**config.mk**
```make
export PLATFORM = sky130hd
export DESIGN_NAME = pipe_chain
export DESIGN_NICKNAME = d
export VERILOG_FILES = /design/src/rtl/pipe_pkg.sv /design/src/rtl/pipe_stage_reg.sv /design/src/rtl/pipe_chain.sv
export SDC_FILE = /design/constraint.sdc
export NUM_CORES = 1
export LEC_CHECK = 0
export ABC_CLOCK_PERIOD_IN_PS = 6900
export BUFFER_PORTS_ARGS = -buffer_cell sky130_fd_sc_hd__buf_2
export CAP_MARGIN = 20
export CORE_MARGIN = 8
export CORE_UTILIZATION = 40
export CTS_CLUSTER_DIAMETER = 80
export DETAILED_ROUTE_END_ITERATION = 7
export REMOVE_ABC_BUFFERS = 1
export SYNTH_ARGS = -nofsm -noshare
export SYNTH_HDL_FRONTEND = slang
export SYNTH_SLANG_ARGS = --single-unit
```
**constraint.sdc**
```tcl
create_clock -name i_clk -period 6.9 [get_ports i_clk]
set_clock_uncertainty 0.05 [all_clocks]
set_input_delay 0.345 -clock i_clk [delete_from_list [all_inputs] [get_ports i_clk]]
set_output_delay 0.345 -clock i_clk [all_outputs]
set_load 0.01 [all_outputs]
```
**src/rtl/pipe_pkg.sv**
```systemverilog
// Shared definitions for the elastic pipeline-register chain.
package pipe_pkg;

    // Input buffering mode of the chain.
    typedef enum logic {
        SKID_NONE = 1'b0,   // combinational ready path straight through the stages
        SKID_ONE  = 1'b1    // one-entry skid buffer, registered ready
    } skid_mode_e;

    // All-ones ceiling for the drop counter; sliced to the counter width by the user.
    localparam logic [63:0] DROP_SAT = '1;

    // Bits needed to count every live beat: the skid entry plus all stages.
    function automatic int OCC_W(input int stages);
        return $clog2(stages + 2);
    endfunction

endpackage

```
**src/rtl/pipe_stage_reg.sv**
```systemverilog
// One pipeline stage: a valid bit and its payload, with load and kill.
module pipe_stage_reg #(
    parameter int WIDTH = 32
) (
    input  logic             i_clk,
    input  logic             i_rst_n,
    input  logic             i_adv,        // stage takes the upstream beat this edge
    input  logic             i_ld_valid,   // upstream beat is live (already flush-qualified)
    input  logic [WIDTH-1:0] i_ld_data,
    input  logic             i_kill,       // kill the beat currently held here
    output logic             o_valid,      // registered valid
    output logic             o_valid_eff,  // valid after this cycle's kill
    output logic [WIDTH-1:0] o_data
);

    logic             r_valid;
    logic [WIDTH-1:0] r_data;

    assign o_valid     = r_valid;
    assign o_valid_eff = r_valid & ~i_kill;
    assign o_data      = r_data;

    // Load on advance (payload only when the incoming beat is live), else hold minus kill.
    always_ff @(posedge i_clk or negedge i_rst_n) begin
        if (!i_rst_n) begin
            r_valid <= 1'b0;
            r_data  <= '0;
        end else if (i_adv) begin
            r_valid <= i_ld_valid;
            if (i_ld_valid) begin
                r_data <= i_ld_data;
            end
        end else begin
            r_valid <= r_valid & ~i_kill;
        end
    end

endmodule

```
**src/rtl/pipe_chain.sv**
```systemverilog
// Elastic valid/ready register chain with per-stage flush, global hold,
// optional input skid buffer and occupancy / drop telemetry.
module pipe_chain import pipe_pkg::*; #(
    parameter int WIDTH  = 32,
    parameter int STAGES = 4,
    parameter int SKID   = 1,
    parameter int CNT_W  = 16
) (
    input  logic                         i_clk,
    input  logic                         i_rst_n,
    input  logic                         i_in_valid,
    output logic                         o_in_ready,
    input  logic [WIDTH-1:0]             i_in_data,
    output logic                         o_out_valid,
    input  logic                         i_out_ready,
    output logic [WIDTH-1:0]             o_out_data,
    input  logic                         i_hold,
    input  logic [STAGES-1:0]            i_flush,
    input  logic                         i_flush_in,
    output logic [OCC_W(STAGES)-1:0]     o_occupancy,
    output logic [CNT_W-1:0]             o_drop_cnt
);

    localparam int OW     = OCC_W(STAGES);
    // Kills per cycle: every stage, the skid entry and the incoming beat.
    localparam int KILL_W = $clog2(STAGES + 3);
    localparam int SUM_W  = CNT_W + KILL_W;
    localparam logic [CNT_W-1:0] CNT_SAT = DROP_SAT[CNT_W-1:0];

    logic [STAGES-1:0] w_adv;
    logic [STAGES-1:0] w_v;
    logic [STAGES-1:0] w_ve;
    logic [STAGES-1:0] w_ld_v;
    logic [WIDTH-1:0]  w_ld_d [STAGES];
    logic [WIDTH-1:0]  w_d    [STAGES];

    logic              w_src_v;    // beat offered to stage 0
    logic [WIDTH-1:0]  w_src_d;
    logic              w_skid_v;
    logic              w_in_kill;  // upstream handshake completed but killed by FLUSH_IN
    logic [KILL_W-1:0] w_kills;
    logic [OW-1:0]     w_occ;
    logic [SUM_W-1:0]  w_drop_sum;
    logic [CNT_W-1:0]  r_drop_cnt;

    // Advance chain, evaluated from the output back towards the input.
    always_comb begin
        logic w_down;
        w_down = i_out_ready;
        w_adv  = '0;
        for (int k = STAGES - 1; k >= 0; k--) begin
            w_down   = ~i_hold & (~w_ve[k] | w_down);
            w_adv[k] = w_down;
        end
    end

    generate
        for (genvar gi = 0; gi < STAGES; gi++) begin : g_stage
            if (gi == 0) begin : g_head
                assign w_ld_v[gi] = w_src_v;
                assign w_ld_d[gi] = w_src_d;
            end else begin : g_body
                // A beat flushed this cycle travels on as a bubble.
                assign w_ld_v[gi] = w_ve[gi-1];
                assign w_ld_d[gi] = w_d[gi-1];
            end

            pipe_stage_reg #(
                .WIDTH (WIDTH)
            ) u_stage (
                .i_clk       (i_clk),
                .i_rst_n     (i_rst_n),
                .i_adv       (w_adv[gi]),
                .i_ld_valid  (w_ld_v[gi]),
                .i_ld_data   (w_ld_d[gi]),
                .i_kill      (i_flush[gi]),
                .o_valid     (w_v[gi]),
                .o_valid_eff (w_ve[gi]),
                .o_data      (w_d[gi])
            );
        end

        if (SKID == int'(SKID_ONE)) begin : g_skid
            logic             r_skid_v;
            logic [WIDTH-1:0] r_skid_d;
            logic             w_accept;

            // Ready comes straight from a flop, cutting the downstream ready path.
            assign o_in_ready = ~r_skid_v;
            assign w_accept   = i_in_valid & ~r_skid_v & ~i_flush_in;
            assign w_in_kill  = i_in_valid & ~r_skid_v & i_flush_in;
            assign w_skid_v   = r_skid_v;
            // The skid always drains ahead of new input, keeping FIFO order.
            assign w_src_v    = r_skid_v ? ~i_flush_in : w_accept;
            assign w_src_d    = r_skid_v ? r_skid_d : i_in_data;

            // Skid entry: cleared by FLUSH_IN or drain, filled when stage 0 cannot take the beat.
            always_ff @(posedge i_clk or negedge i_rst_n) begin
                if (!i_rst_n) begin
                    r_skid_v <= 1'b0;
                    r_skid_d <= '0;
                end else if (i_flush_in) begin
                    r_skid_v <= 1'b0;
                end else if (r_skid_v) begin
                    if (w_adv[0]) begin
                        r_skid_v <= 1'b0;
                    end
                end else if (w_accept && !w_adv[0]) begin
                    r_skid_v <= 1'b1;
                    r_skid_d <= i_in_data;
                end
            end
        end else begin : g_noskid
            assign o_in_ready = w_adv[0];
            assign w_in_kill  = i_in_valid & w_adv[0] & i_flush_in;
            assign w_skid_v   = 1'b0;
            assign w_src_v    = i_in_valid & w_adv[0] & ~i_flush_in;
            assign w_src_d    = i_in_data;
        end
    endgenerate

    // Live beats killed this cycle and live beats held, both from registered state.
    always_comb begin
        w_kills = KILL_W'(w_skid_v & i_flush_in) + KILL_W'(w_in_kill);
        w_occ   = OW'(w_skid_v);
        for (int k = 0; k < STAGES; k++) begin
            w_kills = w_kills + KILL_W'(w_v[k] & i_flush[k]);
            w_occ   = w_occ + OW'(w_v[k]);
        end
    end

    assign w_drop_sum = SUM_W'(r_drop_cnt) + SUM_W'(w_kills);

    // Saturating drop counter; sticks at all-ones instead of wrapping.
    always_ff @(posedge i_clk or negedge i_rst_n) begin
        if (!i_rst_n) begin
            r_drop_cnt <= '0;
        end else if (w_drop_sum > SUM_W'(CNT_SAT)) begin
            r_drop_cnt <= CNT_SAT;
        end else begin
            r_drop_cnt <= w_drop_sum[CNT_W-1:0];
        end
    end

    assign o_out_valid = w_ve[STAGES-1] & ~i_hold;
    assign o_out_data  = w_d[STAGES-1];
    assign o_occupancy = w_occ;
    assign o_drop_cnt  = r_drop_cnt;

endmodule

```
==> flow_metrics.tcl <==
set metrics [dict create \
    outcome "completed" \
    first_global_vias 4945 \
    io_buffers 94 \
    seqPwrFrac_pct 49.3 \
    p_int_mw 2.16 \
    hold_viol_final 0 \
    via_per_inst 5.19 \
    syn_avg_cell_area_um2 14.0 \
    setup_ws_ns 3.09 \
    slew_headroom_pct 35.7 \
    antenna_found_initial 0 \
    post-place-ws_ns 3.00 \
    pwr-share-comb_pct 14.7 \
    io_pins 95 \
    yosysSeqAreaShare_pct 59.5 \
    p_sw_share_pct 25.6 \
    worst_slew_pin_slew_ns 0.963 \
    multi_input_area_um2 2940 \
    clk_latency_ns 0.42 \
    clkTransAtPathRegs_ns 0.07 \
    dr.pass1.iters 4 \
    critical_path_arrival_ns 4.03 \
    path_max_fanout 14 \
    end_kind "flip-flop" \
    synth_edf_count 0 \
    rsz0062_at_grt "false" \
    register_area_um2 4530 \
    syn_inst 543 \
    cts_tree "done" \
    h-tree-depth 4 \
    layout_common_cells "180 x dfrtp_1, 100 x mux2_2, 93 x buf_2, 68 x a21oi_1, 32 x mux2i_1" \
    ant_nets 0 \
    cts.path.max_buffers 2 \
    ir_worst_vdd_v 0.000154 \
    gp_congestion 0.746 \
    root_buffer "clkbuf_16" \
    async_flop_share_pct 100 \
    yosysUniqueCellTypes 40 \
    max_clock_freq_mhz 263 \
    ys_warn_count 0 \
    cap_violations 0 \
    grt_overflow_total 0 \
    row_count 50 \
    critPathKind "flip-flop to flip-flop" \
    area_growth_syn_to_layout_pct 18.4 \
    hp-class "primary input to flip-flop" \
    synth-main-ff-cell "dfrtp_1" \
    period_needed_ns 3.81 \
    coreArea_um2 18700 \
    initial_core_util_pct 40.7 \
    nFillCells 1646 \
    p_clk_share_pct 36.1 \
    num_vias 4583 \
    placed_area_um2 8340 \
    die-area_um2 23700 \
    final_area_um2 9020 \
    drcViolationCount 0 \
    layout-drive-gt1-share_pct 42.1 \
    dp_hpwl_mm 10.1 \
    startpoint_type "flip-flop" \
    yosys_register_bits 181 \
    p_sw_uw 742 \
    initialDrtViolationCount 198 \
    grt_max_degree 104 \
    yosysTopAreaCellShare_pct 59.5 \
    synthTopCellsByArea "dfrtp_1 59%, mux2_2 15%, mux2_4 5.9%, a21oi_1 4.5%, mux2i_1 4.2%" \
    syn_area_um2 7620 \
    die_h_um 154 \
    wire_per_inst_um 18.2 \
    grt_util_all_layers_pct 14.1 \
    synth_top_area_cell "dfrtp_1" \
    cts_buffers 17 \
    routed_wl_mm 16.1 \
    clkSinkCount 181 \
    nets 688 \
    diodes 0 \
    final_common_cell "dfrtp_1" \
    cellLeakagePower_nw 4.27 \
    p_per_area_nw_per_um2 322 \
    die_w_um 154 \
    period_share_pct 55.2 \
    crit_required_ns 7.12 \
    tns_ns 0 \
    grt_pass1_wl_mm 26.8 \
    setup_violations 0 \
    report.final.slew_viol_count 0 \
]
critical path: stages, from the launching register on:
cell and delay (ns):
dfrtp_2 0.36, inv_1 0.05, and3_1 0.18, fa_1 0.50, inv_1 0.05, fa_1 0.52, inv_1 0.05, fa_1 0.43
inv_1 0.08, fa_1 0.18, nor2b_1 0.09, o21ai_0 0.41, or3_1 0.50, o21ai_0 0.18
kinds of logic (layout without fill, tap and decap cells):
kind of cell | Yosys count | after routing | share of synthesized area (%)
buffers and inverters | 39 | 145 | 2.32
AO/OA/AOI/OAI | 87 | 87 | 6.32
AND/OR/NAND/NOR | 57 | 57 | 3.96
multiplexers | 162 | 162 | 24.9
XOR/XNOR | 7 | 7 | 0.805
adder cells (fa/ha/maj) | 10 | 10 | 2.23
flip-flops | 181 | 181 | 59.5
registers in the layout, summed over array words and instances (netlist names):
signal                   flops
g_skid.r_skid_d             32
o_drop_cnt                  16
g_stage.u_stage.o_data     128
g_skid.r_skid_v              1
g_stage.u_stage.o_valid      4
timing repair:
action / 4_1_cts / 5_1_grt
hold buffers: 1 / 0
setup buffers: 0 / 0
gates resized for setup: 0 / 0
hold endpoints to repair: 10 / 0
power groups by stage:
stage / registers (mW) / logic (mW) / clock network [mW]
floorplan: 1.42 / 0.297 / 0
finish: 1.43 / 0.426 / 1.05
detailed placement: 1.45 / 0.430 / 0
global route: 1.46 / 0.477 / 1.12
CTS: 1.43 / 0.434 / 1.08
global placement: 1.44 / 0.414 / 0
layer usage:
layer / GRT usage, % / wire (um)
met1: 18.9 / 7580
met5: 0 / 0
met3: 4.09 / 694
met2: 21.7 / 7570
met4: 4.29 / 223
stage by stage:
stage	hold WS [ns]	instances	util (%)	total power [mW]
floorplan	-0.000591	514	-	1.72
global placement	0.432	848	44.5	1.85
detailed placement	0.441	849	44.6	1.88
CTS	0.0894	882	48.1	2.94
global route	0.0915	883	48.2	3.06
finish	0.111	883	48.2	2.90
path summary, 6_finish.rpt:
check | startpoint | end | slack [ns] | cells after the start
max reg2reg | g_skid.r_skid_v$_DFF_PN0_ | o_drop_cnt[5]$_DFF_PN0_ | 3.09 | 13
min reg2reg | g_stage[1].u_stage.o_data[28]$_DFFE_PN0P_ | g_stage[1].u_stage.o_data[28]$_DFFE_PN0P_ | 0.45 | 1
max | g_skid.r_skid_v$_DFF_PN0_ | o_drop_cnt[5]$_DFF_PN0_ | 3.09 | 13
max in group asynchronous | i_rst_n | g_skid.r_skid_v$_DFF_PN0_ | 5.13 | 4
min in group asynchronous | i_rst_n | g_skid.r_skid_d[27]$_DFFE_PN0P_ | 0.49 | 2
min | i_in_data[2] | g_skid.r_skid_d[2]$_DFFE_PN0P_ | 0.11 | 2
layout make-up:
| class | count | share of cell area (%) |
|---|---|---|
| repair buffers | 103 | 6.36 |
| flip-flops and latches | 181 | 50.2 |
| inverters | 10 | 0.416 |
| clock buffers | 17 | 4.72 |
| well taps | 234 | 3.25 |
| clock inverters | 15 | 2.39 |
| multi-input cells | 323 | 32.6 |
cell usage after synthesis (4+ instances only):
cell type	n
dfrtp_1	181
mux2_2	100
a21oi_1	68
mux2i_1	32
mux2_4	30
clkbuf_1	24
nand2_1	14
inv_1	10
nor2_1	8
nand3_1	7
fa_1	6
o21ai_0	6
nand2b_1	5
nor3_1	5
buf_6	4
ha_1	4
xor2_1	4
Note: power is estimated with default switching activity, not from simulation.
